`src/rtl/vme_regbank_pkg.sv`:
```
// Shared address-class decode and response codes for the VME register bank.
// Optional lock register at index NUM_REGS+NUM_STAT is enabled by VME_REGBANK_LOCK_EN.
package vme_regbank_pkg;

    typedef enum logic [1:0] {
        ADR_CTRL     = 2'd0,
        ADR_STAT     = 2'd1,
        ADR_LOCK     = 2'd2,
        ADR_UNMAPPED = 2'd3
    } adr_class_e;

    localparam logic RESP_ACK = 1'b0;
    localparam logic RESP_ERR = 1'b1;

    // Classify a word index into control, status, lock or unmapped space.
    function automatic adr_class_e decode_addr(
        input logic [31:0] k,
        input int unsigned num_regs,
        input int unsigned num_stat
    );
        adr_class_e cls;
        if (k < num_regs) begin
            cls = ADR_CTRL;
        end else if (k < num_regs + num_stat) begin
            cls = ADR_STAT;
`ifdef VME_REGBANK_LOCK_EN
        end else if (k == num_regs + num_stat) begin
            cls = ADR_LOCK;
`endif
        end else begin
            cls = ADR_UNMAPPED;
        end
        return cls;
    endfunction

endpackage

```
`src/rtl/vme_regbank_wr_pipe.sv`:
```
// Write request stage d0 plus write done/error generation and the optional lock bit.
// Lock register exists only when VME_REGBANK_LOCK_EN is defined.
module vme_regbank_wr_pipe
    import vme_regbank_pkg::*;
#(
    parameter int unsigned ADDR_W   = 18,
    parameter int unsigned REG_W    = 16,
    parameter int unsigned NUM_REGS = 4,
    parameter int unsigned NUM_STAT = 2
) (
    input  logic              clk,
    input  logic              rst_n,
    input  logic              wr_mem,
    input  logic [ADDR_W-1:0] addr,
    input  logic [REG_W-1:0]  wr_data,
    output logic              ctrl_we_c,
    output logic [ADDR_W-1:0] wr_addr_c,
    output logic [REG_W-1:0]  wr_val_c,
    output logic              lock,
    output logic              wr_done,
    output logic              wr_error
);

    logic              d0_vld;
    logic [ADDR_W-1:0] d0_addr;
    logic [REG_W-1:0]  d0_data;
    adr_class_e        d0_cls_c;
    logic              lock_we_c;
    logic              err_c;

    always_ff @(posedge clk) begin
        if (!rst_n) begin
            d0_vld  <= 1'b0;
            d0_addr <= '0;
            d0_data <= '0;
        end else begin
            d0_vld <= wr_mem;
            if (wr_mem) begin
                d0_addr <= addr;
                d0_data <= wr_data;
            end
        end
    end

    // Decode the captured request; a set lock turns control writes into errors.
    always_comb begin
        d0_cls_c  = decode_addr(32'(d0_addr), NUM_REGS, NUM_STAT);
        ctrl_we_c = 1'b0;
        lock_we_c = 1'b0;
        err_c     = RESP_ACK;
        if (d0_vld) begin
            case (d0_cls_c)
                ADR_CTRL: begin
                    if (lock) err_c = RESP_ERR;
                    else      ctrl_we_c = 1'b1;
                end
                ADR_LOCK: lock_we_c = 1'b1;
                default:  err_c = RESP_ERR;
            endcase
        end
    end

    assign wr_addr_c = d0_addr;
    assign wr_val_c  = d0_data;

    always_ff @(posedge clk) begin
        if (!rst_n) begin
            wr_done  <= 1'b0;
            wr_error <= 1'b0;
        end else begin
            wr_done  <= d0_vld;
            wr_error <= err_c;
        end
    end

`ifdef VME_REGBANK_LOCK_EN
    always_ff @(posedge clk) begin
        if (!rst_n) begin
            lock <= 1'b0;
        end else if (lock_we_c) begin
            lock <= d0_data[0];
        end
    end
`else
    logic unused_lock_we;
    assign unused_lock_we = lock_we_c;
    assign lock           = 1'b0;
`endif

endmodule

```
`src/rtl/vme_regbank_n.sv`:
```
// Parametrised VME register bank: RW control registers, RO status words, error responses.
// Define VME_REGBANK_LOCK_EN to add a write-lock register after the status words.
module vme_regbank_n
    import vme_regbank_pkg::*;
#(
    parameter int unsigned ADDR_W   = 18,
    parameter int unsigned DATA_W   = 32,
    parameter int unsigned REG_W    = 16,
    parameter int unsigned NUM_REGS = 4,
    parameter int unsigned NUM_STAT = 2,
    parameter logic [NUM_REGS*REG_W-1:0] RST_VAL = '0
) (
    input  logic                      clk,
    input  logic                      rst_n,
    input  logic [ADDR_W-1:0]         vme_addr,
    input  logic [DATA_W-1:0]         vme_wr_data,
    input  logic                      vme_rd_mem,
    input  logic                      vme_wr_mem,
    output logic [DATA_W-1:0]         vme_rd_data,
    output logic                      vme_rd_done,
    output logic                      vme_wr_done,
    output logic                      vme_rd_error,
    output logic                      vme_wr_error,
    output logic [NUM_REGS*REG_W-1:0] regs_o,
    output logic [NUM_REGS-1:0]       wr_stb_o,
    input  logic [((NUM_STAT == 0) ? 1 : NUM_STAT*REG_W)-1:0] stat_i
);

    logic              ctrl_we_c;
    logic [ADDR_W-1:0] wr_addr_c;
    logic [REG_W-1:0]  wr_val_c;
    logic              lock;
    adr_class_e        rd_cls_c;
    logic [REG_W-1:0]  rd_word_c;

    // Bits above REG_W carry no meaning for this bank.
    logic unused_wr_hi;
    assign unused_wr_hi = ^vme_wr_data;

    vme_regbank_wr_pipe #(
        .ADDR_W   (ADDR_W),
        .REG_W    (REG_W),
        .NUM_REGS (NUM_REGS),
        .NUM_STAT (NUM_STAT)
    ) u_wr_pipe (
        .clk       (clk),
        .rst_n     (rst_n),
        .wr_mem    (vme_wr_mem),
        .addr      (vme_addr),
        .wr_data   (vme_wr_data[REG_W-1:0]),
        .ctrl_we_c (ctrl_we_c),
        .wr_addr_c (wr_addr_c),
        .wr_val_c  (wr_val_c),
        .lock      (lock),
        .wr_done   (vme_wr_done),
        .wr_error  (vme_wr_error)
    );

    // Control register array with per-register write strobes.
    always_ff @(posedge clk) begin
        if (!rst_n) begin
            regs_o   <= RST_VAL;
            wr_stb_o <= '0;
        end else begin
            wr_stb_o <= '0;
            for (int i = 0; i < NUM_REGS; i++) begin
                if (ctrl_we_c && wr_addr_c == ADDR_W'(i)) begin
                    regs_o[i*REG_W +: REG_W] <= wr_val_c;
                    wr_stb_o[i]              <= 1'b1;
                end
            end
        end
    end

    always_comb begin
        rd_cls_c  = decode_addr(32'(vme_addr), NUM_REGS, NUM_STAT);
        rd_word_c = '0;
        case (rd_cls_c)
            ADR_CTRL: begin
                for (int i = 0; i < NUM_REGS; i++) begin
                    if (vme_addr == ADDR_W'(i)) rd_word_c = regs_o[i*REG_W +: REG_W];
                end
            end
            ADR_STAT: begin
                for (int j = 0; j < NUM_STAT; j++) begin
                    if (vme_addr == ADDR_W'(NUM_REGS + j)) rd_word_c = stat_i[j*REG_W +: REG_W];
                end
            end
            ADR_LOCK: rd_word_c = REG_W'(lock);
            default:  rd_word_c = '0;
        endcase
    end

    // Read data holds between acknowledges.
    always_ff @(posedge clk) begin
        if (!rst_n) begin
            vme_rd_data  <= '0;
            vme_rd_done  <= 1'b0;
            vme_rd_error <= 1'b0;
        end else begin
            vme_rd_done  <= vme_rd_mem;
            vme_rd_error <= vme_rd_mem && (rd_cls_c == ADR_UNMAPPED);
            if (vme_rd_mem) vme_rd_data <= DATA_W'(rd_word_c);
        end
    end

endmodule

```
`config.mk`:
```
export PLATFORM = sky130hd
export DESIGN_NAME = vme_regbank_n
export DESIGN_NICKNAME = d
export VERILOG_FILES = /design/src/rtl/vme_regbank_pkg.sv /design/src/rtl/vme_regbank_wr_pipe.sv /design/src/rtl/vme_regbank_n.sv
export SDC_FILE = /design/constraint.sdc
export NUM_CORES = 1
export LEC_CHECK = 0
export ABC_CLOCK_PERIOD_IN_PS = 2920
export BUFFER_PORTS_ARGS = -buffer_cell sky130_fd_sc_hd__buf_2
export CORE_ASPECT_RATIO = 1.4
export CORE_UTILIZATION = 53
export CTS_CLUSTER_SIZE = 25
export DETAILED_ROUTE_END_ITERATION = 8
export PLACE_DENSITY_LB_ADDON = 0.12
export SYNTH_ARGS = -nofsm -noshare
export SYNTH_HDL_FRONTEND = slang
export SYNTH_SLANG_ARGS = --single-unit
```
`constraint.sdc`:
```
create_clock -name clk -period 2.92 [get_ports clk]
set_input_delay 0.146 -clock clk [delete_from_list [all_inputs] [get_ports clk]]
set_output_delay 0.146 -clock clk [all_outputs]
set_load 0.01 [all_outputs]
```
# After elaboration in Yosys (flattened, before gate mapping)
# Index checks and enable logic that the tools add are counted.
# classes
muxes,18
n_reduce_logical,11
eq_ne,11
n_lt_le_gt_ge,4
# ops
op,n
16-bit 2-to-1 mux,6
"18-bit by 2-bit == test with 1-bit output, second input constant",4
"18-bit by 3-bit less-than comparator with 1-bit output, second input constant",4
"18-bit by 1-bit == test with 1-bit output, second input constant",2
"18-bit by 3-bit == test with 1-bit output, second input constant",2
18-bit logical NOT,2
16-bit case mux with 2 select lines,1
2-bit 2-to-1 mux,4
1-bit 2-to-1 mux,7
1-bit logical AND,5
"2-bit == test, second input constant",2
2-bit logical NOT,2
"2-bit by 1-bit == test with 1-bit output, second input constant",1
2-bit AND reduction,1
2-bit OR reduction,1
# totals
in_bits,86
reg_bits,123
wordCells,57
output_inout_bits,104

# Depth between registers and ports, before layout
# Gate-level depths: netlist of the first run.
# logic_depth
depth_word,8
depth_mapped,7

# Hierarchy
# A second synthesis of the first run with hierarchy kept.
# unflattened
hier_cells,632
hier_area_um2,5843.1
# modules_own_cells
module,cells_each,area_per_inst_um2,instances,seq_area_each_um2
vme_regbank_n,508,4398.0,1,1721.7
vme_regbank_wr_pipe,124,1445.1,1,740.7

# Worst setup path after synthesis of the first run
# No wires, ideal clock.
# synth_timing
path_kind,register to register
start,"register u_wr_pipe.d0_addr[8], in the netlist u_wr_pipe.wr_addr_c[8]"
end,register regs_o[37]
setup_ns,0.072
arrival_ns,1.643
path_buffers,1
path_slack_ns,1.205
path_stages_with_launch,6
path_cell_list,dfxtp_1 -> nor4_2 -> nand4_2 -> nor3_4 -> buf_12 -> mux2i_1
# synth_between
elab_chain_len,7
word_cells_on_any_way,9
cone_classes,order compare (2); eq/ne (1); mux (4); reduce/logical (2)
# synth_rtl
element,line_no,rtl
start: declaration,vme_regbank_wr_pipe.sv:25,logic [ADDR_W-1:0] d0_addr;
start signal: assignment,vme_regbank_wr_pipe.sv:39,d0_addr <= addr;
18-bit by 3-bit less-than comparator with 1-bit output,vme_regbank_pkg.sv:24,end else if (k < num_regs + num_stat) begin
2-bit 2-to-1 mux,vme_regbank_pkg.sv:24,
2-bit 2-to-1 mux,vme_regbank_pkg.sv:22,if (k < num_regs) begin
2-bit logical NOT,vme_regbank_wr_pipe.sv:52,case (d0_cls_c)
1-bit 2-to-1 mux,vme_regbank_wr_pipe.sv:52,
1-bit 2-to-1 mux,vme_regbank_wr_pipe.sv:51,if (d0_vld) begin
1-bit logical AND *,vme_regbank_n.sv:67,if (ctrl_we_c && wr_addr_c == ADDR_W'(i)) begin
end signal: indexed assignment,vme_regbank_n.sv:68,regs_o[i*REG_W +: REG_W] <= wr_val_c;
end: declaration,vme_regbank_n.sv:24,"output logic [NUM_REGS*REG_W-1:0] regs_o,"
# Every way passes the cells marked *; elsewhere a longest branch is shown, timed or not.
# A chain may end at the register's enable or synchronous reset.

# Worst setup path in the final report of the first run
# layout_timing
start,input port vme_addr[16]
end,register vme_rd_data[2]
# layout_between
elab_chain_len,6
word_cells_on_any_way,19
cone_classes,order compare (2); eq/ne (6); mux (9); reduce/logical (2)
# layout_rtl
element,line_no,rtl
start: declaration,vme_regbank_n.sv:15,"input logic [ADDR_W-1:0] vme_addr,"
branches (longest 5 deep; another with 18-bit by 3-bit less-than comparator with 1-bit output),n/a,
16-bit case mux with 2 select lines *,vme_regbank_n.sv:78,case (rd_cls_c)
end signal: assignment,vme_regbank_n.sv:103,if (vme_rd_mem) vme_rd_data <= DATA_W'(rd_word_c);
end: declaration,vme_regbank_n.sv:19,"output logic [DATA_W-1:0] vme_rd_data,"
# Mark *: on every way between the ends.

==> results.py, run 1 <==
metrics = {
    "worst_setup_path": {
        "crit_required_ns": 3.25,
        "slowest_stage": "and4_1",
        "crit_path_cell_trace": "dlygate4sd3_1 -> buf_2 -> nor4_1 -> and4_1 -> nand3_1 -> o21ai_0",
        "cp-start-kind": "input port",
        "end_kind": "flip-flop",
        "worstPathMaxFanout": 12,
        "critical_path_class": "in2reg",
        "critical-path-top-delay-family": "simple AND/OR/NAND/NOR gates",
        "crit_arrival_ns": 2.29,
        "max_stage_delay_ns": 0.55,
        "path_buf_inv": 2,
    },
    "power_and_ir_drop": {
        "peakVddDrop_mv": 0.516,
        "leakagePower_uw": 0.00305,
        "powerDensity_mw_per_mm2": 579,
    },
    "sta": {
        "setup_tns_ns": 0,
        "skew_ns": 0.0112,
        "period_needed_ns": 1.97,
        "slew_headroom_pct": 30.9,
        "setup_violations": 0,
        "holdWs_ns": 0.00671,
        "min_period_over_period_pct": 67.3,
        "worst_pin_slew_ns": 1.04,
        "finalMaxSlewViolations": 0,
        "layout_setup_ws_ns": 0.954,
        "max_freq_mhz": 509,
        "rsz0062_at_grt": "false",
        "final_hold_viol_count": 0,
    },
    "synth": {
        "synth_seq_area_share_pct": 47.1,
        "synth_area_mm2": 0.00523,
        "yosys.area.top_type_share_pct": 47.1,
        "synthArstFlopShare_pct": 0,
        "syn_inst": 520,
        "syn_area_per_cell_um2": 10.1,
        "ys_ff_latch": 123,
        "synth_area_leader_cell": "dfxtp_1",
        "synth-edff-count": 0,
        "synth_area_leaders": "dfxtp_1 (47%), mux2i_1 (21%), nand2_1 (7.2%)",
        "ys_dominant_reg_cell": "dfxtp_1",
        "yosysWarnings": 0,
        "synth_common_cells": "dfxtp_1 (123), mux2i_1 (109), nand2_1 (100)",
        "yosysUniqueCellTypes": 30,
        "synth.most_common_cell": "dfxtp_1",
    },
    "die": {
        "rows": 42,
        "io-pin-count": 190,
        "fp.dieW_um": 86.0,
        "die_h_um": 120,
        "dieArea_mm2": 0.0103,
        "core_area_mm2": 0.00951,
        "start_util_pct": 55.0,
    },
    "grt": {
        "grt_max_degree": 83,
        "grt.met2_usage_pct": 44.3,
        "first_global_vias": 4203,
        "grt.total_usage_pct": 26.0,
        "use_met1_pct": 30.7,
        "busiest_layer": "met2",
        "grt_use_met3_pct": 6.53,
        "antenna_found_initial": 0,
        "grt_overflow": 0,
        "grt_pass1_wl_um": 20300,
    },
    "min_path": {
        "hold_class": "in2reg",
    },
    "finish": {
        "postLayoutCoreUtil_pct": 72.2,
        "num_antenna_cells": 0,
        "syn_to_final_growth_pct": 31.2,
        "final_cells": 846,
        "layout-drive-gt1-share_pct": 31.5,
        "nets": 788,
    },
    "place": {
        "place_congestion": 0.778,
        "io_buffers": 157,
        "place_inst": 787,
        "place_hpwl_um": 8960,
        "dpl_worst_slack_ns": 1.02,
    },
    "drt": {
        "drt-total-wl_um": 12900,
        "drt-wirelength-per-cell_um": 15.3,
        "vias": 4327,
        "drtPass1Iterations": 4,
        "drtAntennaViolNets": 0,
        "vias_per_cell": 5.11,
        "drcViolationCount": 0,
        "drt_iter0_markers": 209,
    },
    "cts": {
        "cts_tree": "done",
        "clock_path_buffers": 2,
        "numClockSinks": 123,
        "insertion_delay_ns": 0.41,
        "cts_buffers": 17,
        "cts.clk_slew.worst_paths_ns": 0.05,
        "cts_root_buffer": "clkbuf_16",
        "cts_resized": 0,
        "h-tree-depth": 4,
    },
    "job": {
        "maxCapViolations": 0,
    },
    "run_status": {
        "outcome": "finished, final reports clean",
    },
}
==> worst paths after layout <==
| kind | from | to | slack, ns | cells after the start |
|---|---|---|---|---|
| min | vme_addr[8] | u_wr_pipe.wr_addr_c[8] | 0.007 | 3 |
| min reg2reg | vme_rd_data[5] | vme_rd_data[5] | 0.45 | 2 |
| max reg2reg | u_wr_pipe.wr_addr_c[11] | regs_o[47] | 1.02 | 5 |
| max | vme_addr[16] | vme_rd_data[2] | 0.95 | 6 |
==> what timing repair did <==
item,CTS,global route
setup buffers,0,0
hold buffers,28,0
hold endpoints to repair,28,0
==> worst reg2reg max path, cell delays in order (launching register included) <==
cell     delay, ns
dfxtp_1       0.32
nor4_1        0.41
nand4_2       0.28
nor3_4        0.22
buf_4         0.34
mux2i_1       0.24
==> cell families after synthesis <==
kind of cell / share of synthesized area [%]
AO/OA/AOI/OAI: 2.20
buffers and inverters: 5.71
flip-flops: 47.1
multiplexers: 28.8
other: 0.0717
AND/OR/NAND/NOR: 16.1
==> placed cells by master, fill, tap and decap left out, types with 3 or more instances in the layout <==
cell type / netlist / layout
a21oi_1: 12 / 12
buf_2: 7 / 157
buf_4: 16 / 11
clkbuf_1: 15 / 4
clkbuf_16: 0 / 17
clkinv_2: 0 / 6
conb_1: 1 / 16
dfxtp_1: 123 / 123
dlygate4sd3_1: 0 / 28
inv_1: 3 / 3
mux2_2: 5 / 5
mux2i_1: 109 / 109
mux4_2: 16 / 16
nand2_1: 100 / 100
nand3_1: 18 / 18
nor2_1: 49 / 49
nor2_2: 3 / 3
nor4_1: 7 / 7
nor4_2: 3 / 3
o21ai_0: 11 / 11
==> power breakdown <==
part	leakage, uW	internal [uW]	switching (uW)
Combinational	0.00178	132	152
Sequential	0.000998	1710	21.2
Clock	0.000273	1260	697
Total	0.00305	3110	870
==> metal layers <==
| layer | vias to the layer above | wire length [um] |
|---|---|---|
| li1 | 2127 | - |
| met1 | 2034 | 5430 |
| met2 | 150 | 6650 |
| met3 | 16 | 618 |
| met4 | 0 | 223 |
| met5 | - | 0 |
==> layout make-up <==
type | count | area (um^2)
fill | 721 | 2650
multi-input combinational | 361 | 2530
timing repair buffer | 196 | 1150
tap | 132 | 165
clock buffer | 22 | 454
clock inverter | 9 | 97.6
sequential | 123 | 2460
inverter | 3 | 11.3
==> registers in the layout, indices dropped and copies added, names as in the netlist <==
register	cells
regs_o	64
u_wr_pipe.d0_vld	1
u_wr_pipe.wr_addr_c	18
u_wr_pipe.wr_done	1
u_wr_pipe.wr_error	1
u_wr_pipe.wr_val_c	16
vme_rd_data	16
vme_rd_done	1
vme_rd_error	1
wr_stb_o	4
==> per-stage QoR <==
step                      total power (uW)  instance area [um^2]
after global placement                2020                  6030
after detailed placement              2020                  6030
after CTS                             4000                  6870
final                                 3980                  6870
after global routing                  4110                  6870
after floorplan                       1950                  5290
(Power assumes the default switching activity.)
==> run 2, diff against run 1 <==
Settings changed: ABC_CLOCK_PERIOD_IN_PS 2920 to 1700, CORE_UTILIZATION 53 to 45.
Clock period 2.92 ns to 1.7 ns, I/O delays scaled along.
==> results.py, run 2 (synthesis results as in run 1) <==
metrics = {
    "run_status": {
        "outcome": "finished, final reports clean",
    },
    "worst_setup_path": {
        "critical_path_class": "reg2reg",
        "r2r_start": "u_wr_pipe.wr_addr_c[16]",
        "max_stage_delay_ns": 0.39,
        "crit_path_cell_trace": "nor4_4 -> nand4_4 -> nor3_4 -> buf_12 -> mux2i_1",
        "r2r-end": "regs_o[35]",
        "path_buf_inv": 1,
        "end_kind": "flip-flop",
        "timing.reg2reg.setup_slack_ns": 0.09,
        "crit_start": "u_wr_pipe.wr_addr_c[16]",
        "cp.depth": 5,
        "slowest_stage": "nor4_4",
        "crit_arrival_ns": 1.94,
        "worstPathMaxFanout": 16,
        "endpoint": "regs_o[35]",
        "crit_required_ns": 2.03,
        "r2r_cells": 5,
        "cp-start-kind": "flip-flop",
        "critical-path-top-delay-family": "simple AND/OR/NAND/NOR gates",
    },
    "sta": {
        "finalMaxSlewViolations": 0,
        "slew_headroom_pct": 31.3,
        "period_needed_ns": 1.61,
        "setup_tns_ns": 0,
        "layout_setup_ws_ns": 0.0883,
        "holdWs_ns": 0.0423,
        "final_hold_viol_count": 0,
        "min_period_over_period_pct": 94.8,
        "setup_violations": 0,
        "skew_ns": 0.00725,
        "worst_pin_slew_ns": 1.03,
        "max_freq_mhz": 620,
    },
    "finish": {
        "final_cell_mix": "buf_2 (157), dfxtp_1 (123), mux2i_1 (109)",
        "layout_commonest_cell": "buf_2",
        "syn_to_final_growth_pct": 36.8,
        "nets": 795,
        "num_antenna_cells": 0,
        "regMostFlops": "regs_o",
        "layout-drive-gt1-share_pct": 32.0,
        "final_cells": 866,
        "postLayoutCoreUtil_pct": 63.1,
        "largest_register_ffs": 64,
    },
    "cts": {
        "h-tree-depth": 4,
        "numClockSinks": 123,
        "cts_buffers": 17,
        "cts_tree": "done",
        "cts_root_buffer": "clkbuf_16",
        "clock_path_buffers": 2,
        "post_cts_buffers": 0,
        "cts.clk_slew.worst_paths_ns": 0.05,
        "insertion_delay_ns": 0.40,
    },
    "power_and_ir_drop": {
        "powerDensity_mw_per_mm2": 1020,
        "leakagePower_uw": 0.00315,
        "peakVddDrop_mv": 0.844,
        "swShare_pct": 20.8,
        "seqPwrFrac_pct": 40.7,
        "p_clk_share_pct": 52.0,
        "internal_power_uw": 5810,
        "switchingPower_uw": 1530,
        "p_comb_share_pct": 7.2,
    },
    "drt": {
        "drt-total-wl_um": 13700,
        "drcViolationCount": 0,
        "drt-wirelength-per-cell_um": 15.8,
        "drtPass1Iterations": 5,
        "vias_per_cell": 5.06,
        "drtAntennaViolNets": 0,
        "drt_iter0_markers": 190,
        "vias": 4378,
    },
    "place": {
        "io_buffers": 157,
        "place_inst": 802,
        "place_congestion": 0.755,
        "place_hpwl_um": 9650,
        "dpl_worst_slack_ns": -0.0431,
    },
    "grt": {
        "grt.total_usage_pct": 23.1,
        "first_global_vias": 4321,
        "grt_pass1_wl_um": 21200,
        "grt_max_degree": 84,
        "antenna_found_initial": 0,
        "grt_overflow": 0,
    },
    "die": {
        "rows": 46,
        "die_h_um": 130,
        "core_area_mm2": 0.0113,
        "io-pin-count": 190,
        "start_util_pct": 46.1,
        "fp.dieW_um": 93.1,
        "dieArea_mm2": 0.0121,
    },
    "job": {
        "maxCapViolations": 0,
    },
    "min_path": {
        "hold_class": "in2reg",
    },
}
[run 2: stage by stage]
| step | total power, uW | instance area, um^2 |
|---|---|---|
| floorplan | 3350 | 5290 |
| global placement | 3490 | 6160 |
| detailed placement | 3500 | 6160 |
| CTS | 7380 | 7120 |
| global route | 7580 | 7160 |
| finish | 7330 | 7160 |
[run 2: what timing repair did]
action	in CTS	in global routing
setup endpoints to repair	58	75
endpoints found under the hold margin	33	0
gates resized for setup	1	5
pin swaps	0	2
hold buffers	32	0
[run 2: area by class of cell]
cell class,count,area (um^2)
Clock buffer,25,495
Clock inverter,7,135
Fill cell,984,4180
Inverter,3,11.3
Multi-Input combinational cell,361,2570
Sequential cell,123,2460
Tap cell,144,180
Timing Repair Buffer,203,1300
[run 2: tightest hold or removal path: stages]
cell and delay, ns:
buf_2 0.16, mux2i_1 0.09, nor2_1 0.07
[run 2: metal layers]
layer  global-route usage [%]  wire length (um)  vias up
met5                        0                 0        -
met3                     7.04               719       14
met4                     7.33               176        0
met1                     25.4              5450     2099
li1                         -                 -     2133
met2                     42.2              7310      132
[run 2: how the worst min path moves through the flow]
stage                             endpoint  slack (ns)  depth (start not counted)            start
floorplan            u_wr_pipe.wr_val_c[0]        0.23                          2   vme_wr_data[0]
global placement    u_wr_pipe.wr_val_c[15]        0.32                          3  vme_wr_data[15]
detailed placement   u_wr_pipe.wr_val_c[9]        0.33                          3   vme_wr_data[9]
CTS                 u_wr_pipe.wr_addr_c[2]        0.02                          3      vme_addr[2]
global route        u_wr_pipe.wr_addr_c[2]        0.03                          3      vme_addr[2]
finish              u_wr_pipe.wr_addr_c[2]        0.04                          3      vme_addr[2]
[run 2: power by group through the flow]
stage	Clock [uW]	Combinational, uW	Sequential (uW)
after floorplan	0	315	3030
after global placement	0	450	3040
after detailed placement	0	462	3040
after CTS	3870	521	2980
after global routing	4000	586	2990
final	3810	531	2990
==> run 3, diff against run 2 <==
Settings changed: ABC_CLOCK_PERIOD_IN_PS 1700 to 1550, CORE_UTILIZATION 45 to 50.
Clock period 1.7 ns to 1.55 ns, I/O delays scaled along.
==> results.py, run 3 (synthesis results as in run 1) <==
metrics = {
    "cts": {
        "insertion_delay_ns": 0.40,
        "cts.clk_slew.worst_paths_ns": 0.06,
        "cts_root_buffer": "clkbuf_16",
        "cts_buffers": 17,
        "h-tree-depth": 4,
        "numClockSinks": 123,
        "clock_path_buffers": 2,
        "cts_tree": "done",
    },
    "min_path": {
        "hold_class": "in2reg",
    },
    "finish": {
        "final_cell_mix": "buf_2 (157), dfxtp_1 (119), mux2i_1 (108)",
        "final_cells": 862,
        "num_antenna_cells": 0,
        "nFillCells": 795,
        "syn_to_final_growth_pct": 38.6,
        "largest_register_ffs": 64,
        "nets": 800,
        "regArea_mm2": 0.00247,
        "multi_input_area_mm2": 0.00263,
        "final_cell_area_mm2": 0.00725,
        "layout_commonest_cell": "buf_2",
        "regMostFlops": "regs_o",
        "layout-drive-gt1-share_pct": 34.4,
    },
    "sta": {
        "finalMaxSlewViolations": 0,
        "min_period_over_period_pct": 105,
        "layout_setup_ws_ns": -0.0770,
        "final_hold_viol_count": 0,
        "skew_ns": 0.00876,
        "worst_pin_slew_ns": 0.590,
        "setup_violations": 60,
        "setup_tns_ns": -2.39,
        "period_needed_ns": 1.63,
        "max_freq_mhz": 615,
        "slew_headroom_pct": 60.7,
        "rsz0062_at_grt": "true",
    },
    "worst_setup_path": {
        "slowest_stage": "nor4_4",
        "cp-start-kind": "flip-flop",
        "critical_path_class": "reg2reg",
        "crit_required_ns": 1.88,
        "crit_path_cell_trace": "nor4_4 -> nand4_4 -> nor3_4 -> buf_12 -> mux2i_1",
        "end_kind": "flip-flop",
        "worstPathMaxFanout": 16,
        "crit_arrival_ns": 1.95,
        "max_stage_delay_ns": 0.35,
    },
    "die": {
        "die_h_um": 123,
        "io-pin-count": 190,
        "rows": 43,
        "fp.dieW_um": 88.5,
        "start_util_pct": 52.0,
        "core_area_mm2": 0.0101,
        "dieArea_mm2": 0.0109,
    },
    "grt": {
        "grt_pass1_wl_um": 20400,
        "antenna_found_initial": 0,
        "grt_overflow": 0,
        "grt.total_usage_pct": 25.2,
        "first_global_vias": 4152,
        "grt_max_degree": 84,
    },
    "run_status": {
        "violations": "setup timing",
        "outcome": "complete, but fails checks",
    },
    "place": {
        "io_buffers": 157,
        "placed_area_mm2": 0.00626,
        "place_hpwl_um": 9430,
        "place_congestion": 0.816,
        "place_inst": 796,
    },
    "drt": {
        "drtPass1Iterations": 4,
        "drt-total-wl_um": 13400,
        "drcViolationCount": 0,
        "drt-wirelength-per-cell_um": 15.6,
        "drtAntennaViolNets": 0,
        "drt_iter0_markers": 166,
        "vias": 4387,
        "vias_per_cell": 5.09,
    },
    "job": {
        "maxCapViolations": 0,
    },
    "power_and_ir_drop": {
        "peakVddDrop_mv": 0.876,
        "p_total_uw": 7900,
        "powerDensity_mw_per_mm2": 1090,
        "leakagePower_uw": 0.00318,
    },
}
run 3: final timing paths:
path	from	to	slack, ns	depth (start not counted)
worst min register to register	vme_rd_data[2]	vme_rd_data[2]	0.45	2
worst min-delay path	vme_addr[2]	u_wr_pipe.wr_addr_c[2]	0.02	3
worst max register to register	u_wr_pipe.wr_addr_c[15]	regs_o[45]	-0.08	5
worst max-delay path	u_wr_pipe.wr_addr_c[15]	regs_o[45]	-0.08	5
run 3: where the power goes:
part           switching (uW)  internal, uW  leakage (uW)
sequential               50.9          3230       0.00100
clock                    1360          2650      0.000299
combinational             310           298       0.00188
total                    1720          6170       0.00318
run 3: metrics by stage:
step / util [%] / worst slack, ns / hold slack, ns
after floorplan: - / -0.113 / 0.225
after global placement: 62.3 / -0.0187 / 0.310
after detailed placement: 62.3 / -0.0978 / 0.317
after CTS: 71.6 / -0.0942 / 0.00151
after global routing: 72.1 / -0.161 / 0.0276
final: 72.1 / -0.0770 / 0.0225
run 3: what timing repair did:
action,4_1_cts,5_1_grt
setup buffers,1,1
pin swaps,2,6
hold buffers,32,0
gates resized for setup,1,9
endpoints found under the setup margin,63,81
hold endpoints to repair,33,0
run 3: layer usage:
layer,vias to the layer above,global-route usage [%],share of wire [%]
li1,2147,-,-
met1,2072,29.1,40
met2,152,44.1,53
met3,16,6.68,5.6
met4,0,9.07,1.6
met5,-,0,0
run 3: worst max-delay path: cells and delay by family (launching register included):
family,cells,cell delay [ns]
flip-flops,1,0.33
AND/OR/NAND/NOR,3,0.80
multiplexers,1,0.20
buffers and inverters,1,0.20
run 3: layout make-up:
class | count | area share [%]
Timing Repair Buffer | 208 | 18.8
Multi-Input combinational cell | 361 | 36.2
Clock buffer | 21 | 6.48
Sequential cell | 123 | 34.0
Inverter | 3 | 0.155
Tap cell | 135 | 2.33
Clock inverter | 11 | 1.97
